$ cat config.mk
export PLATFORM = sky130hd
export DESIGN_NAME = spi_cmd_bridge
export DESIGN_NICKNAME = d
export VERILOG_FILES = /design/src/rtl/spi_cmd_bridge.sv
export SDC_FILE = /design/constraint.sdc
export NUM_CORES = 1
export LEC_CHECK = 0
export BUFFER_PORTS_ARGS = -buffer_cell sky130_fd_sc_hd__buf_4
export CELL_PAD_IN_SITES_DETAIL_PLACEMENT = 2
export CELL_PAD_IN_SITES_GLOBAL_PLACEMENT = 2
export CORE_ASPECT_RATIO = 1.25
export CORE_UTILIZATION = 35
export DETAILED_ROUTE_END_ITERATION = 6
export GPL_TIMING_DRIVEN = 0
export PLACE_DENSITY = 0.77
export RECOVER_POWER = 25
export SKIP_CTS_REPAIR_TIMING = 1
export SYNTH_ARGS = -nofsm -noshare
export SYNTH_HDL_FRONTEND = slang
export SYNTH_SLANG_ARGS = --single-unit
$ cat constraint.sdc
create_clock -name clk -period 3.5 [get_ports clk]
set_clock_uncertainty 0.05 [all_clocks]
set_input_delay 0.7 -clock clk [delete_from_list [all_inputs] [get_ports clk]]
set_output_delay 0.7 -clock clk [all_outputs]
set_load 0.005 [all_outputs]
$ cat src/rtl/spi_cmd_bridge.sv
// spi_cmd_bridge: drains command words from a FIFO, shifts one SPI frame per word to a selected slave
// with runtime CPOL/CPHA, and optionally pushes the captured MISO word to an output FIFO.
module spi_cmd_bridge #(
  parameter int DATA_W  = 32,
  parameter int SPI_W   = 16,
  parameter int NUM_CS  = 4,
  parameter int CLK_DIV = 4
) (
  input  logic              clk,
  input  logic              rst,
  input  logic              en,
  input  logic [1:0]        spi_mode,
  input  logic [DATA_W-1:0] in_data,
  input  logic              in_empty,
  output logic              in_ren,
  output logic [DATA_W-1:0] out_data,
  output logic              out_wen,
  input  logic              out_full,
  output logic              spi_sck,
  output logic              spi_mosi,
  input  logic              spi_miso,
  output logic [NUM_CS-1:0] spi_cs_n,
  output logic              busy,
  output logic [15:0]       frame_cnt,
  output logic [1:0]        err
);
  localparam int DW = $clog2(CLK_DIV + 1);
  localparam int HW = $clog2(2 * SPI_W + 1);
  typedef enum logic [2:0] {IDLE, FETCH, LOAD, SETUP, SHIFT, HOLD, PUSH, GAP} state_t;
  state_t state, state_nx;
  logic [DW-1:0] div_cnt;
  logic [HW-1:0] half_cnt;
  logic [SPI_W-1:0] tx, rx;
  logic [5:0] cs_idx;
  logic rd, cpha, div_last, last_half, cs_bad, sck_edge, lead, unused;
  assign div_last  = div_cnt == DW'(CLK_DIV - 1);
  assign last_half = half_cnt == HW'(2 * SPI_W - 1);
  assign cs_bad    = 32'(in_data[DATA_W-3:DATA_W-8]) >= NUM_CS;
  // one SCK toggle per half period: the first on leaving SETUP, none after the final half
  assign sck_edge  = div_last && (state == SETUP || (state == SHIFT && !last_half));
  assign lead      = state == SETUP || half_cnt[0];
  assign unused    = ^in_data;
  always_ff @(posedge clk or posedge rst)
    if (rst) state <= IDLE;
    else state <= state_nx;
  always_comb begin
    state_nx = state;
    case (state)
      IDLE:    state_nx = en && !in_empty ? FETCH : IDLE;
      FETCH:   state_nx = LOAD;
      LOAD:    state_nx = cs_bad ? GAP : SETUP;
      SETUP:   state_nx = div_last ? SHIFT : SETUP;
      SHIFT:   state_nx = div_last && last_half ? HOLD : SHIFT;
      HOLD:    state_nx = div_last ? PUSH : HOLD;
      PUSH:    state_nx = GAP;
      GAP:     state_nx = div_last ? IDLE : GAP;
      default: state_nx = IDLE;
    endcase
  end
  always_comb begin
    in_ren   = state == FETCH;
    out_wen  = state == PUSH && rd && !out_full;
    busy     = state != IDLE;
    spi_cs_n = state inside {SETUP, SHIFT, HOLD} ? ~(NUM_CS'(1) << cs_idx) : '1;
  end
  always_ff @(posedge clk or posedge rst)
    if (rst) begin
      div_cnt   <= '0;
      half_cnt  <= '0;
      tx        <= '0;
      rx        <= '0;
      cs_idx    <= '0;
      rd        <= 1'b0;
      cpha      <= 1'b0;
      spi_sck   <= 1'b0;
      spi_mosi  <= 1'b0;
      out_data  <= '0;
      frame_cnt <= '0;
      err       <= '0;
    end else begin
      div_cnt <= state inside {SETUP, SHIFT, HOLD, GAP} && !div_last ? div_cnt + 1'b1 : '0;
      if (state == SETUP) half_cnt <= '0;
      else if (state == SHIFT && div_last) half_cnt <= half_cnt + 1'b1;
      if (state == LOAD) begin
        rd     <= in_data[DATA_W-1];
        cs_idx <= in_data[DATA_W-3:DATA_W-8];
        cpha   <= spi_mode[0];
        if (cs_bad) err[1] <= 1'b1;
        else begin
          spi_sck  <= spi_mode[1];
          spi_mosi <= in_data[SPI_W-1];
          tx       <= spi_mode[0] ? in_data[SPI_W-1:0] : in_data[SPI_W-1:0] << 1;
        end
      end
      if (sck_edge) spi_sck <= ~spi_sck;
      // CPHA=0 samples on leading and drives on trailing; CPHA=1 the reverse
      if (sck_edge && !(lead ^ cpha)) begin
        spi_mosi <= tx[SPI_W-1];
        tx       <= tx << 1;
      end
      if (sck_edge && (lead ^ cpha)) rx <= SPI_W'({rx, spi_miso});
      if (state == HOLD && div_last) begin
        frame_cnt <= frame_cnt + 1'b1;
        if (rd) out_data <= DATA_W'(rx);
      end
      if (state == PUSH && rd && out_full) err[0] <= 1'b1;
    end
endmodule

---- Word-level counts from Yosys, hierarchy flattened ----
Index checks and enable logic that the tools add are counted.
word-level totals
  register bits ........................... 88
  output and inout bits ................... 59
  logic and storage cells ................. 84
cells by class
  add/subtract/negate cells ............... 3
  order comparisons ....................... 1
  equality and inequality tests ........... 11
  shifts and indexed selects .............. 1
  mux-type cells .......................... 21
  bitwise logic cells ..................... 3
  reductions and logical operators ........ 30
operators by type and width
  kind                   number
  $mux 16                4
  $pmux 3 s8             1
  $add 16x1->16 const B  1
  $eq 3x3->1 const B     4
  $logic_and 1x1->1      12
  $mux 3                 4
  $mux 6                 2
  $eq 3x2->1 const B     3
  $mux 1                 8
  $reduce_and 2->1       4
  $add 6x1->6 const B    1
  $eq 6x5->1 const B     1
  $ge 6x3->1 const B     1
  $reduce_bool 2->1      3
  $reduce_bool 3->1      2
  $shl 1x6->4 const A    1
  $logic_not 1->1        5
  $mux 4                 1
  $ne 2x1->1 const B     2
  $not 4->4              1
  $reduce_bool 4->1      1
  $add 3x1->3 const B    1
  $eq 3x1->1 const B     1
  $logic_not 3->1        1
  4 further kinds        5

---- Longest topological paths before layout ----
  depth in word-level cells ............... 8
  gate-level depth with buffers ........... 8
  mapped depth without buffers ............ 6

---- Least setup slack after synthesis ----
Ideal clock, no wire load.
  path type ............................... reg-to-output
  start ................................... register state[1]
  end ..................................... output spi_cs_n[0]
  arrival ................................. 1421 ps
  required time ........................... 2750 ps
  slack ................................... 1329 ps
  stages on the path, launching flop included .. 6
  path buffers ............................ 1
  cell sequence ........................... dfrtp_1 > clkbuf_1 > nand2b_1 > o21ai_0 > and2_1 > or3b_2
between the ends
  cells in the longest elaborated chain, start to end .. 3
ends and longest elaborated chain
  element                                          RTL line  RTL
  from (decl)                                      30        state_t state, state_nx;
  from (signal assigned)                           45        else state <= state_nx;
  $eq 3x2->1 / $eq 3x3->1 (equally long branches)  64        spi_cs_n = state inside {SETUP, SHIFT, HOLD} ? ~(NUM_CS'(1) << cs_idx) : '1;
  $reduce_bool 3->1 (*)                            64
  $mux 4 (*)                                       64
  to (decl)                                        22        output logic [NUM_CS-1:0] spi_cs_n,
Every way passes the cells marked *; elsewhere a longest branch is shown, timed or not.

---- Final worst setup path ----
Same ends and word-level chain as after synthesis.

==> out/results.ini <==
[status]
status = finished clean

[detailed_routing]
route.detailed.drc = 0
wl_microns = 11080
drt.antenna.violating_nets = 0
drtPass1Iterations = 4
drt-initial-drc-count = 77
num_vias = 3029
wl_per_cell_microns = 17.91
via_per_inst = 4.893

[clocking]
cts_buffer_depth = 2
clk-insertion-delay-late_ns = 0.34
cts_tree = built
clk_pin_slew_ns = 0.06
cts_sinks = 88
cts_root_buffer = clkbuf_16
numCtsBuffers = 9
htreeDepth = 3

[sta]
setup_tns_ns = 0
rsz0062_at_grt = false
min_period_ns = 2.869
setup_viol = 0
finalHoldViolCount = 0
slew_violations = 0
timing.final.ws_setup_ns = 0.6313
worstMarginPinSlew_ns = 1.453
fin_crit_sh_pct = 81.96
fmax_ghz = 0.3486
slew_headroom_pct = 3.155
hold_ws_ns = 0.3826

[synth]
yosysTopAreaCell = dfrtp_1
postSynthAreaPerCell_sq_um = 12.10
ys_ff_latch = 88
synth_area_sq_um = 4294
synth.most_common_cell = dfrtp_1
synth_area_leaders = dfrtp_1 (51%), mux2_2 (10%), mux2i_1 (5.8%)
ys_types = 45
yosys-top-cells-count = dfrtp_1 (88), mux2_2 (38), mux2i_1 (25)
async_flop_share_pct = 100.0
synth_edf_count = 0
seq_area_frac_synth_pct = 51.28
yosysWarningCount = 0
synth_top_flop_cell = dfrtp_1
netlist_instances = 355
yosys.area.top_type_share_pct = 51.28

[floorplan]
die_h_microns = 125.8
io_pins = 99
die_x_microns = 101.1
start_util_pct = 36.45
row_count = 44
fp.dieArea_sq_um = 12720
fp.coreArea_sq_um = 11780

[placement]
post-place-ws_ns = 0.8450
gp_routability_congestion = 0.7740
portBuffers = 72
hpwl_microns = 7870

[grt]
grt_overflow_total = 0
grt_most_used_layer = met2
grt_pass1_wl_microns = 18260
met3_usage_pct = 3.996
grt_pass1_vias = 3518
grt_max_degree = 59
met1_usage_pct = 21.44
antenna_found_initial = 0
track_usage_pct = 18.87
use_met2_pct = 34.41

[min_path]
min-delay-start = div_cnt[0]
hp-class = reg2reg

[power_and_ir_drop]
power_density_nw_per_um2 = 620.5
p_leak_nw = 2.714
ir_worst_vdd_mv = 0.2819
totalPowerFinal_w = 0.003361

[worst_setup_path]
arrival_ns = 2.12
r2r_start = half_cnt[0]
crit_path_end_kind = output port
cp.required_ns = 2.75
crit_path_start = state[1]
path_class = reg2out
setup.worst_path.start_class = register
cp_max_fo = 10

[finish]
nets = 498
multiInputGateArea_sq_um = 1881
diodes = 0
final_util_pct = 45.97
layout-drive-gt1-share_pct = 37.99
num-fill-cells = 1260
regArea_sq_um = 2202
area_growth_syn_to_layout_pct = 26.14

[job]
max_cap_violations = 0

layout make-up:
class / count / area share, %
Buffer: 35 / 4.043
Clock buffer: 9 / 4.158
Clock inverter: 6 / 1.709
Inverter: 13 / 0.9240
Multi-Input combinational cell: 234 / 34.72
Sequential cell: 88 / 40.66
Tap cell: 161 / 3.719
Timing Repair Buffer: 73 / 10.07
worst paths after layout:
path	end	slack (ns)	depth (start not counted)
worst max-delay path	spi_cs_n[0]	0.63	6
worst min-delay path	div_cnt[0]	0.38	1
worst max register to register	tx[2]	0.99	6
worst min register to register	div_cnt[0]	0.38	1
max in group asynchronous	div_cnt[2]	0.76	3
min in group asynchronous	err[0]	0.63	2
sequential cells by signal, summed over array words and instances (netlist names):
| signal | cells |
|---|---|
| frame_cnt | 16 |
| out_data | 16 |
| rx | 16 |
| tx | 16 |
| cs_idx | 6 |
| half_cnt | 6 |
| div_cnt | 3 |
| state | 3 |
| err | 2 |
| cpha | 1 |
| rd | 1 |
| spi_mosi | 1 |
| spi_sck | 1 |
worst max-delay path: stages, from the launching register on:
cell and delay [ns]:
dfrtp_1 0.42, clkbuf_1 0.24, nand2b_1 0.22, o21ai_0 0.08
and2_1 0.21, or3b_2 0.46, buf_4 0.15
routing by layer:
metal | part of all wire (%) | vias to the layer above
li1 | - | 1403
met1 | 40 | 1557
met2 | 55 | 56
met3 | 3.1 | 13
met4 | 1.7 | 0
met5 | 0 | -
cell usage in the layout, fill, tap and decap left out, types with 2 or more instances in the layout:
master	n
buf_4	88
dfrtp_1	88
mux2_2	38
mux2i_1	25
a21oi_1	19
conb_1	16
nand3_1	14
nand2_1	13
xnor2_1	13
inv_1	12
mux2_4	12
o21ai_0	11
nor2_1	10
clkbuf_1	9
clkbuf_16	9
buf_2	7
xor2_1	7
nand4_1	6
nand3b_1	4
and2_1	4
and4_1	4
ha_1	4
and3_1	3
and4b_1	2
nor2b_1	2
a221oi_2	2
a31oi_2	2
buf_6	2
a21boi_0	2
nor3b_1	2
nand2b_1	2
a21o_1	2
a41o_1	2
clkinvlp_4	2
bufinv_16	2
where the power goes:
part	switching, W	internal, W	total, W
Sequential	0.000173	0.00125	0.00142
Combinational	0.000460	0.000442	0.000901
Clock	0.000414	0.000625	0.00104
Total	0.00105	0.00231	0.00336
cell families after synthesis:
kind of cell,Yosys count,share of synthesized area [%]
xor gates and xnor gates,20,4.079
muxes,75,19.99
other,1,0.08733
and+or+nand+nor,76,10.72
adders and majority gates,4,1.166
buffers and inverters,48,6.235
DFF,88,51.28
AOI/OAI and AO/OA,43,6.439
stage by stage:
stage               cells  cell area, sq um
floorplan             370              4350
global placement      603              5092
detailed placement    604              5122
CTS                   619              5440
global route          619              5416
finish                619              5416
Note: power is estimated with default switching activity, not from simulation.
